$ cat src/rtl/sys1_snd_pkg.sv
// Shared definitions for the System 1 sound command path.
// Holds the command-queue FSM encoding and default sizing.
package sys1_snd_pkg;

    localparam int unsigned SNDCMD_DEPTH = 4;
    localparam int unsigned SNDCMD_PULSE = 4;
    localparam int unsigned SNDCMD_GAP   = 8192;

    // FSM encoding kept as plain constants for older blocks that compare raw codes
    localparam logic [1:0] StIdle  = 2'd0;
    localparam logic [1:0] StPulse = 2'd1;
    localparam logic [1:0] StGap   = 2'd2;

    function automatic int unsigned max_u(input int unsigned a, input int unsigned b);
        return (a > b) ? a : b;
    endfunction

endpackage

$ cat src/rtl/sys1_sndcmd_fifo.sv
// DEPTH x 8 register FIFO with registered count/full/empty and synchronous flush.
// Pushes while full and pops while empty are ignored.
module sys1_sndcmd_fifo #(
    parameter int unsigned DEPTH = 4
) (
    input  logic                     clk8M,
    input  logic                     reset,
    input  logic                     push_i,
    input  logic                     pop_i,
    input  logic                     flush_i,
    input  logic [7:0]               wdata_i,
    output logic [7:0]               rdata_o,
    output logic [$clog2(DEPTH):0]   count_o,
    output logic                     full_o,
    output logic                     empty_o
);

    localparam int unsigned AW = $clog2(DEPTH);
    localparam int unsigned CW = AW + 1;

    logic [7:0]    mem_q [DEPTH];
    logic [AW-1:0] wptr_q, wptr_d;
    logic [AW-1:0] rptr_q, rptr_d;
    logic [CW-1:0] cnt_q, cnt_d;
    logic          full_q, full_d;
    logic          empty_q, empty_d;
    logic          do_push, do_pop;

    assign do_push = push_i & ~full_q & ~flush_i;
    assign do_pop  = pop_i & ~empty_q & ~flush_i;

    always_comb begin
        wptr_d = wptr_q;
        rptr_d = rptr_q;
        cnt_d  = cnt_q;
        if (flush_i) begin
            wptr_d = '0;
            rptr_d = '0;
            cnt_d  = '0;
        end else begin
            if (do_push) begin
                wptr_d = wptr_q + AW'(1);
            end
            if (do_pop) begin
                rptr_d = rptr_q + AW'(1);
            end
            if (do_push && !do_pop) begin
                cnt_d = cnt_q + CW'(1);
            end else if (do_pop && !do_push) begin
                cnt_d = cnt_q - CW'(1);
            end
        end
        full_d  = (cnt_d == CW'(DEPTH));
        empty_d = (cnt_d == '0);
    end

    always_ff @(posedge clk8M or posedge reset) begin
        if (reset) begin
            wptr_q  <= '0;
            rptr_q  <= '0;
            cnt_q   <= '0;
            full_q  <= 1'b0;
            empty_q <= 1'b1;
        end else begin
            wptr_q  <= wptr_d;
            rptr_q  <= rptr_d;
            cnt_q   <= cnt_d;
            full_q  <= full_d;
            empty_q <= empty_d;
        end
    end

    // Storage needs no reset: the pointers and count decide what is valid.
    always_ff @(posedge clk8M) begin
        if (do_push) begin
            mem_q[wptr_q] <= wdata_i;
        end
    end

    assign rdata_o = mem_q[rptr_q];
    assign count_o = cnt_q;
    assign full_o  = full_q;
    assign empty_o = empty_q;

endmodule

$ cat src/rtl/sys1_sndcmd_queue.sv
// Main-CPU sound command queue: buffers command writes and replays them as
// stretched, spaced sndstart pulses so the sound CPU never misses one.
module sys1_sndcmd_queue
    import sys1_snd_pkg::*;
#(
    parameter int unsigned DEPTH     = SNDCMD_DEPTH,
    parameter int unsigned PULSE_CYC = SNDCMD_PULSE,
    parameter int unsigned GAP_CYC   = SNDCMD_GAP
) (
    input  logic                   clk8M,
    input  logic                   reset,
    input  logic                   cmd_we,
    input  logic [7:0]             cmd_data,
    input  logic                   flush,
    input  logic                   ovf_clr,
    output logic [7:0]             sndno,
    output logic                   sndstart,
    output logic [$clog2(DEPTH):0] count,
    output logic                   full,
    output logic                   empty,
    output logic                   ovf
);

    localparam int unsigned TW = $clog2(max_u(PULSE_CYC, GAP_CYC));

    logic [1:0]    state_q, state_d;
    logic [TW-1:0] timer_q, timer_d;
    logic [7:0]    sndno_q, sndno_d;
    logic          sndstart_q, sndstart_d;
    logic          ovf_q, ovf_d;
    logic [7:0]    head_data;
    logic          pop;
    logic          drop;

    // Full is sampled pre-edge, so a same-edge pop never rescues a write into a full queue.
    assign drop = cmd_we & full & ~flush;
    assign pop  = (state_q == StIdle) & ~empty & ~flush;

    sys1_sndcmd_fifo #(
        .DEPTH (DEPTH)
    ) u_fifo (
        .clk8M   (clk8M),
        .reset   (reset),
        .push_i  (cmd_we),
        .pop_i   (pop),
        .flush_i (flush),
        .wdata_i (cmd_data),
        .rdata_o (head_data),
        .count_o (count),
        .full_o  (full),
        .empty_o (empty)
    );

    always_comb begin
        state_d    = state_q;
        timer_d    = timer_q;
        sndno_d    = sndno_q;
        sndstart_d = sndstart_q;
        if (flush) begin
            state_d    = StIdle;
            timer_d    = '0;
            sndstart_d = 1'b0;
        end else begin
            case (state_q)
                StIdle: begin
                    if (!empty) begin
                        sndno_d    = head_data;
                        sndstart_d = 1'b1;
                        timer_d    = TW'(PULSE_CYC - 1);
                        state_d    = StPulse;
                    end
                end
                StPulse: begin
                    if (timer_q == '0) begin
                        sndstart_d = 1'b0;
                        timer_d    = TW'(GAP_CYC - 1);
                        state_d    = StGap;
                    end else begin
                        timer_d = timer_q - TW'(1);
                    end
                end
                StGap: begin
                    if (timer_q == '0) begin
                        state_d = StIdle;
                    end else begin
                        timer_d = timer_q - TW'(1);
                    end
                end
                default: begin
                    state_d    = StIdle;
                    timer_d    = '0;
                    sndstart_d = 1'b0;
                end
            endcase
        end
    end

    // A drop on the same edge as ovf_clr leaves the flag set.
    assign ovf_d = drop | (ovf_q & ~ovf_clr);

    always_ff @(posedge clk8M or posedge reset) begin
        if (reset) begin
            state_q    <= StIdle;
            timer_q    <= '0;
            sndno_q    <= 8'h00;
            sndstart_q <= 1'b0;
            ovf_q      <= 1'b0;
        end else begin
            state_q    <= state_d;
            timer_q    <= timer_d;
            sndno_q    <= sndno_d;
            sndstart_q <= sndstart_d;
            ovf_q      <= ovf_d;
        end
    end

    assign sndno    = sndno_q;
    assign sndstart = sndstart_q;
    assign ovf      = ovf_q;

endmodule

$ cat config.mk
export PLATFORM = sky130hd
export DESIGN_NAME = sys1_sndcmd_queue
export DESIGN_NICKNAME = d
export VERILOG_FILES = /design/src/rtl/sys1_snd_pkg.sv /design/src/rtl/sys1_sndcmd_fifo.sv /design/src/rtl/sys1_sndcmd_queue.sv
export SDC_FILE = /design/constraint.sdc
export NUM_CORES = 1
export LEC_CHECK = 0
export ABC_CLOCK_PERIOD_IN_PS = 2400
export CAP_MARGIN = 10
export CORE_MARGIN = 5
export CORE_UTILIZATION = 53
export CTS_BUF_LIST = sky130_fd_sc_hd__clkbuf_8
export CTS_CLUSTER_SIZE = 10
export DETAILED_ROUTE_END_ITERATION = 10
export HOLD_SLACK_MARGIN = 0.1
export PLACE_DENSITY = 0.74
export SETUP_SLACK_MARGIN = 0.5
export SKIP_CTS_REPAIR_TIMING = 1
export SLEW_MARGIN = 20
export SYNTH_ARGS = -nofsm -noshare
export SYNTH_HDL_FRONTEND = slang
export SYNTH_SLANG_ARGS = --single-unit
$ cat constraint.sdc
create_clock -name clk8M -period 2.4 [get_ports clk8M]
set_clock_uncertainty 0.05 [all_clocks]
set_input_delay 0.36 -clock clk8M [delete_from_list [all_inputs] [get_ports clk8M]]
set_output_delay 0.36 -clock clk8M [all_outputs]
set_load 0.02 [all_outputs]
# [Yosys cells after proc, flatten, opt, wreduce, memory -nomap -nowiden]
# Memories as Yosys holds them, arrays and structs flattened. A register that Yosys moved wholly into a read port is not among the register bits.
# Index checks and enable logic that the tools add are counted.
[word_totals] reg_bits=26 ram_bits=32 inputBits=13 output_inout_bits=15 wordCells=73 mem_count=1
[mem_list] memory="u_fifo.mem_q" depth=4 word_bits=8 read_ports=1 rd_ports_with_merged_regs=1 write_ports=1 line="sys1_sndcmd_fifo.sv:21" text="logic [7:0] mem_q [DEPTH];"
[classes] addsub=5 eq_ne=8 mux=23 bitwise_logic=14 reduce_logical=13
[ops] operator="13-bit 2-to-1 mux" count=4
[ops] operator="13-bit case mux with 3 select lines" count=1
[ops] operator="2-bit 2-to-1 mux" count=8
[ops] operator="13-bit zero test" count=1
[ops] operator="13-bit by 1-bit subtractor with 13-bit output (second input constant)" count=1
[ops] operator="3-bit != test (second input constant)" count=4
[ops] operator="1-bit AND" count=9
[ops] operator="3-bit 2-to-1 mux" count=3
[ops] operator="3-bit AND reduction" count=3
[ops] operator="2-bit case mux with 3 select lines" count=1
[ops] operator="1-bit 2-to-1 mux" count=5
[ops] operator="2-bit by 1-bit adder with 2-bit output (second input constant)" count=2
[ops] operator="1-bit NOT" count=4
[ops] operator="2-bit nonzero test" count=2
[ops] operator="3-bit by 1-bit adder with 3-bit output (second input constant)" count=1
[ops] operator="3-bit equality test (second input constant)" count=1
[ops] operator="3-bit zero test" count=1
[ops] operator="1-bit case mux with 3 select lines" count=1
[ops] operator="3-bit by 1-bit subtractor with 3-bit output (second input constant)" count=1
[ops] operator="2-bit by 1-bit equality test with 1-bit output (second input constant)" count=1
[ops] operator="2-bit equality test (second input constant)" count=1
[ops] operator="1-bit logical AND" count=2
[ops] operator="1-bit zero test" count=2
[ops] operator="2-bit zero test" count=1
[ops] operator="3 further kinds" count=3

# [Logic depth before layout (Yosys ltp)]
[depth] word_depth=10 ltp_mapped=8 mapped_depth_nobuf=7

# [By module]
# Synthesis repeated with hierarchy kept, for this count alone.
[hier_totals] cells_unflattened=254 area_unflattened_um2=3194.3
[by_module_without_submodules] mod="sys1_sndcmd_fifo" n_inst=1 cells_per_inst=110 area_each_um2=1786.7 seq_area_each_um2=1187.4
[by_module_without_submodules] mod="sys1_sndcmd_queue" n_inst=1 cells_per_inst=144 area_each_um2=1407.6 seq_area_each_um2=625.6

# [Least setup slack after synthesis]
# Ideal clock, no wire load.
[synth_path] kind="flip-flop to flip-flop" start="reg timer_q[0]" end="reg timer_q[3]" setup_ps=121 t_arrival_ps=2335 required_time_ps=2229 path_slack_ps=-106 path_stages_with_launch=9 n_path_buf=1 period_less_slack_ps=2506 cell_sequence="dfrtp_1 inv_1 ha_1 or3b_2 or4_4 a211oi_4 buf_6 a21oi_1 o22a_1"
[synth_between] elab_chain_len=4 elab_cells_between_ends=8 classes_between="1 x add/sub; 1 x eq/ne; 4 x mux; 2 x reduce/logical"
[synth_rtl] element="start, declared" line="sys1_sndcmd_queue.sv:27" text="logic [TW-1:0] timer_q, timer_d;"
[synth_rtl] element="start signal, assigned" line="sys1_sndcmd_queue.sv:110" text="timer_q <= timer_d;"
[synth_rtl] element="13-bit by 1-bit subtractor with 13-bit output or 13-bit zero test (tied branches)"
[synth_rtl] element="13-bit 2-to-1 mux, on equally long branches" line="sys1_sndcmd_queue.sv:83, sys1_sndcmd_queue.sv:74"
[synth_rtl] element="13-bit case mux with 3 select lines" line="sys1_sndcmd_queue.sv:64" text="case (state_q)"
[synth_rtl] element="13-bit 2-to-1 mux" line="sys1_sndcmd_queue.sv:59" text="if (flush) begin"
# Parallel ways exist; a longest one is shown, timed or not. The select of a mux whose other input is x is not followed.
# A chain may end at the register's enable or synchronous reset.

# [Worst setup path in the final report]
[layout_path] start="reg timer_q[9]" end="reg timer_q[6]"
[layout_between] elab_chain_len=4 elab_cells_between_ends=6 classes_between="1 x eq/ne; 3 x mux; 2 x reduce/logical"
[layout_rtl] element="13-bit zero test *" line="sys1_sndcmd_queue.sv:74, sys1_sndcmd_queue.sv:83"
[layout_rtl] element="13-bit 2-to-1 mux" line="sys1_sndcmd_queue.sv:74" text="if (timer_q == '0) begin"
[layout_rtl] element="13-bit case mux with 3 select lines" line="sys1_sndcmd_queue.sv:64"
[layout_rtl] element="13-bit 2-to-1 mux" line="sys1_sndcmd_queue.sv:59"
# Every way passes the cells marked *; elsewhere a longest branch is shown, timed or not.

==> flow_metrics.py <==
metrics = {
    "timing": {
        "whs_ns": 0.371,
        "tightest_slew_ns": 0.596,
        "maxSlewViolCount": 0,
        "timing.final.ws_setup_ns": 0.0431,
        "rsz0062_at_grt": "true",
        "clock.fmax_mhz": 424,
        "setup_violations": 0,
        "fin_crit_sh_pct": 98.2,
        "finalHoldViolCount": 0,
        "relSlewSlack_pct": 60.2,
        "min_period_ns": 2.36,
        "fin_setup_tns_ns": 0,
    },
    "critical_path": {
        "start_kind": "register",
        "end_kind": "register",
        "crit_required_ns": 2.58,
        "critPathKind": "reg -> reg",
        "crit_start": "timer_q[9]",
        "critPathMaxFanout": 6,
        "r2r-start": "timer_q[9]",
        "arrival_ns": 2.54,
    },
    "route": {
        "postRouteAntennaNets": 0,
        "routed_via_density": 5.90,
        "drc_errors": 0,
        "first_pass_iters": 4,
        "detail_route.wl_per_cell_um": 17.2,
        "wl_um": 6500,
        "vias": 2224,
        "drtIter0Drc": 158,
    },
    "die": {
        "die_area_mm2": 0.00740,
        "core_area_mm2": 0.00557,
        "fp.dieW_um": 86.0,
        "start_util_pct": 55.0,
        "fp.dieH_um": 86.0,
        "rows": 27,
        "boundaryPins": 28,
    },
    "power": {
        "clkPwrFrac_pct": 18.1,
        "switching_share_pct": 37.2,
        "p_int_mw": 3.19,
        "p_per_area_mw_per_mm2": 1290,
        "p_comb_share_pct": 49.2,
        "power_leakage_nw": 1.66,
        "pwr-share-seq_pct": 32.7,
        "power_mw": 5.09,
        "ir_drop_uv": 631,
        "p_switching_mw": 1.89,
    },
    "clock_network": {
        "insertion_delay_ns": 0.34,
        "cts_made_buffers": 9,
        "cts-root-buf": "clkbuf_8",
        "clk_pin_slew_worst_paths_ns": 0.07,
        "cts.sinks": 66,
        "h-tree-depth": 3,
        "cts_tree": "done",
        "clockBufferDepth": 2,
    },
    "logic_synthesis": {
        "synth_fp_nets": 255,
        "ys_types": 47,
        "synth_seq_area_share_pct": 59.2,
        "avgSynthCellArea_um2": 13.1,
        "async_reset_ff_share_pct": 51.5,
        "syn_area_mm2": 0.00306,
        "ys_ff_latch": 66,
        "synth-edff-count": 32,
        "netlist_instances": 234,
        "synth_warnings": 0,
        "synth-main-ff-cell": "dfrtp_1",
    },
    "final_layout": {
        "final_cell_mix": "buf_4, dfrtp_1, edfxtp_1",
        "final_common_cell": "buf_4",
        "fill_cells": 403,
        "area_growth_pct": 28.5,
        "drive_gt1_share_pct": 28.9,
        "antenna_cells": 0,
        "nets": 321,
        "fin_util_pct": 70.6,
    },
    "flow_run": {
        "maxCapViolCount": 0,
    },
    "global_route": {
        "grt_pass1_wl_um": 10200,
        "grt-ovfl-total": 0,
        "grt_use_total_pct": 17.8,
        "first_global_vias": 2140,
        "grt_start_max_net_pins": 35,
        "antenna_found_initial": 0,
    },
    "run_status": {
        "outcome": "completed",
    },
    "place": {
        "dpl.hpwl_um": 4120,
        "pre_cts_slack_ns": -0.0178,
        "gp_congestion": 0.877,
        "io_buffers": 27,
    },
    "hold_path": {
        "min_path_type": "in -> async",
    },
}
metal layers:
layer / routed length [um] / share of wire (%) / track usage [%]
met1: 2660 / 41 / 22.5
met2: 3280 / 50 / 29.2
met5: 0 / 0 / 0
met4: 182 / 2.8 / 7.77
met3: 378 / 5.8 / 4.13
power groups by stage:
stage          registers, mW  clock network (mW)  logic, mW
4_1_cts                 1.65               0.938       2.19
5_1_grt                 1.70               0.995       2.69
6_report                1.67               0.919       2.50
3_3_place_gp            1.67                   0       2.12
3_5_place_dp            1.68                   0       2.17
2_1_floorplan           1.77                   0       1.25
final timing paths:
| path | depth (start not counted) | slack, ns | to |
|---|---|---|---|
| max | 7 | 0.04 | timer_q[6] |
| min | 3 | 0.37 | sndno[3] |
| max reg2reg | 7 | 0.04 | timer_q[6] |
| min reg2reg | 1 | 0.45 | ovf |
| max in group asynchronous | 3 | 1.57 | state_q[0] |
| min in group clk8M | 1 | 0.45 | ovf |
Yosys cell counts (3+ instances only):
cell,n,area (um2)
dfrtp_1,33,826
edfxtp_1,32,961
a21oi_1,16,80.1
nor2_1,14,52.6
inv_1,13,48.8
o22a_1,11,96.3
mux2_2,9,101
ha_1,8,100
mux4_2,8,180
nand2_1,8,30.0
clkbuf_1,7,26.3
and2_1,6,37.5
nor3_1,6,30.0
o21ai_0,6,30.0
a31oi_1,5,31.3
nand2b_1,5,31.3
nor4_1,5,31.3
xnor2_1,4,35.0
buf_1,3,11.3
or4_1,3,22.5
critical path: stages, from the launching register on:
cell and delay (ns):
dfrtp_1 0.39, or4_4 0.54, or4_4 0.56, a211oi_4 0.22, buf_6 0.15, buf_6 0.12
a21oi_1 0.04, o22a_1 0.18
metrics by stage:
| stage | instances | instance area, um2 |
|---|---|---|
| 6_report | 377 | 3940 |
| 2_1_floorplan | 234 | 3070 |
| 3_5_place_dp | 349 | 3580 |
| 5_1_grt | 377 | 3940 |
| 4_1_cts | 365 | 3770 |
| 3_3_place_gp | 349 | 3580 |
logic make-up after synthesis:
logic type | count (synthesis) | synth area share, %
flip-flops | 66 | 59.2
AO/OA/AOI/OAI | 50 | 11.6
AND/OR/NAND/NOR | 58 | 10.5
adder cells (fa/ha/maj) | 9 | 3.59
multiplexers | 19 | 9.84
buffers and inverters | 26 | 3.59
XOR/XNOR | 6 | 1.71
registers in the layout, summed over array words and instances, names as in the netlist:
name	count
ovf	1
sndno	8
sndstart	1
state_q	2
timer_q	13
u_fifo.count_o	3
u_fifo.empty_o	1
u_fifo.full_o	1
u_fifo.mem_q	32
u_fifo.rptr_q	2
u_fifo.wptr_q	2
area by class of cell:
| type | count | area [um2] | share of cell area, % |
|---|---|---|---|
| clock buffer | 9 | 124 | 3.15 |
| clock inverter | 7 | 68.8 | 1.75 |
| inverter | 13 | 48.8 | 1.24 |
| multi-input combinational | 142 | 1190 | 30.3 |
| sequential | 66 | 1810 | 46.1 |
| tap | 72 | 90.1 | 2.29 |
| timing repair buffer | 68 | 597 | 15.2 |
Power figures use the tool's default switching activity.
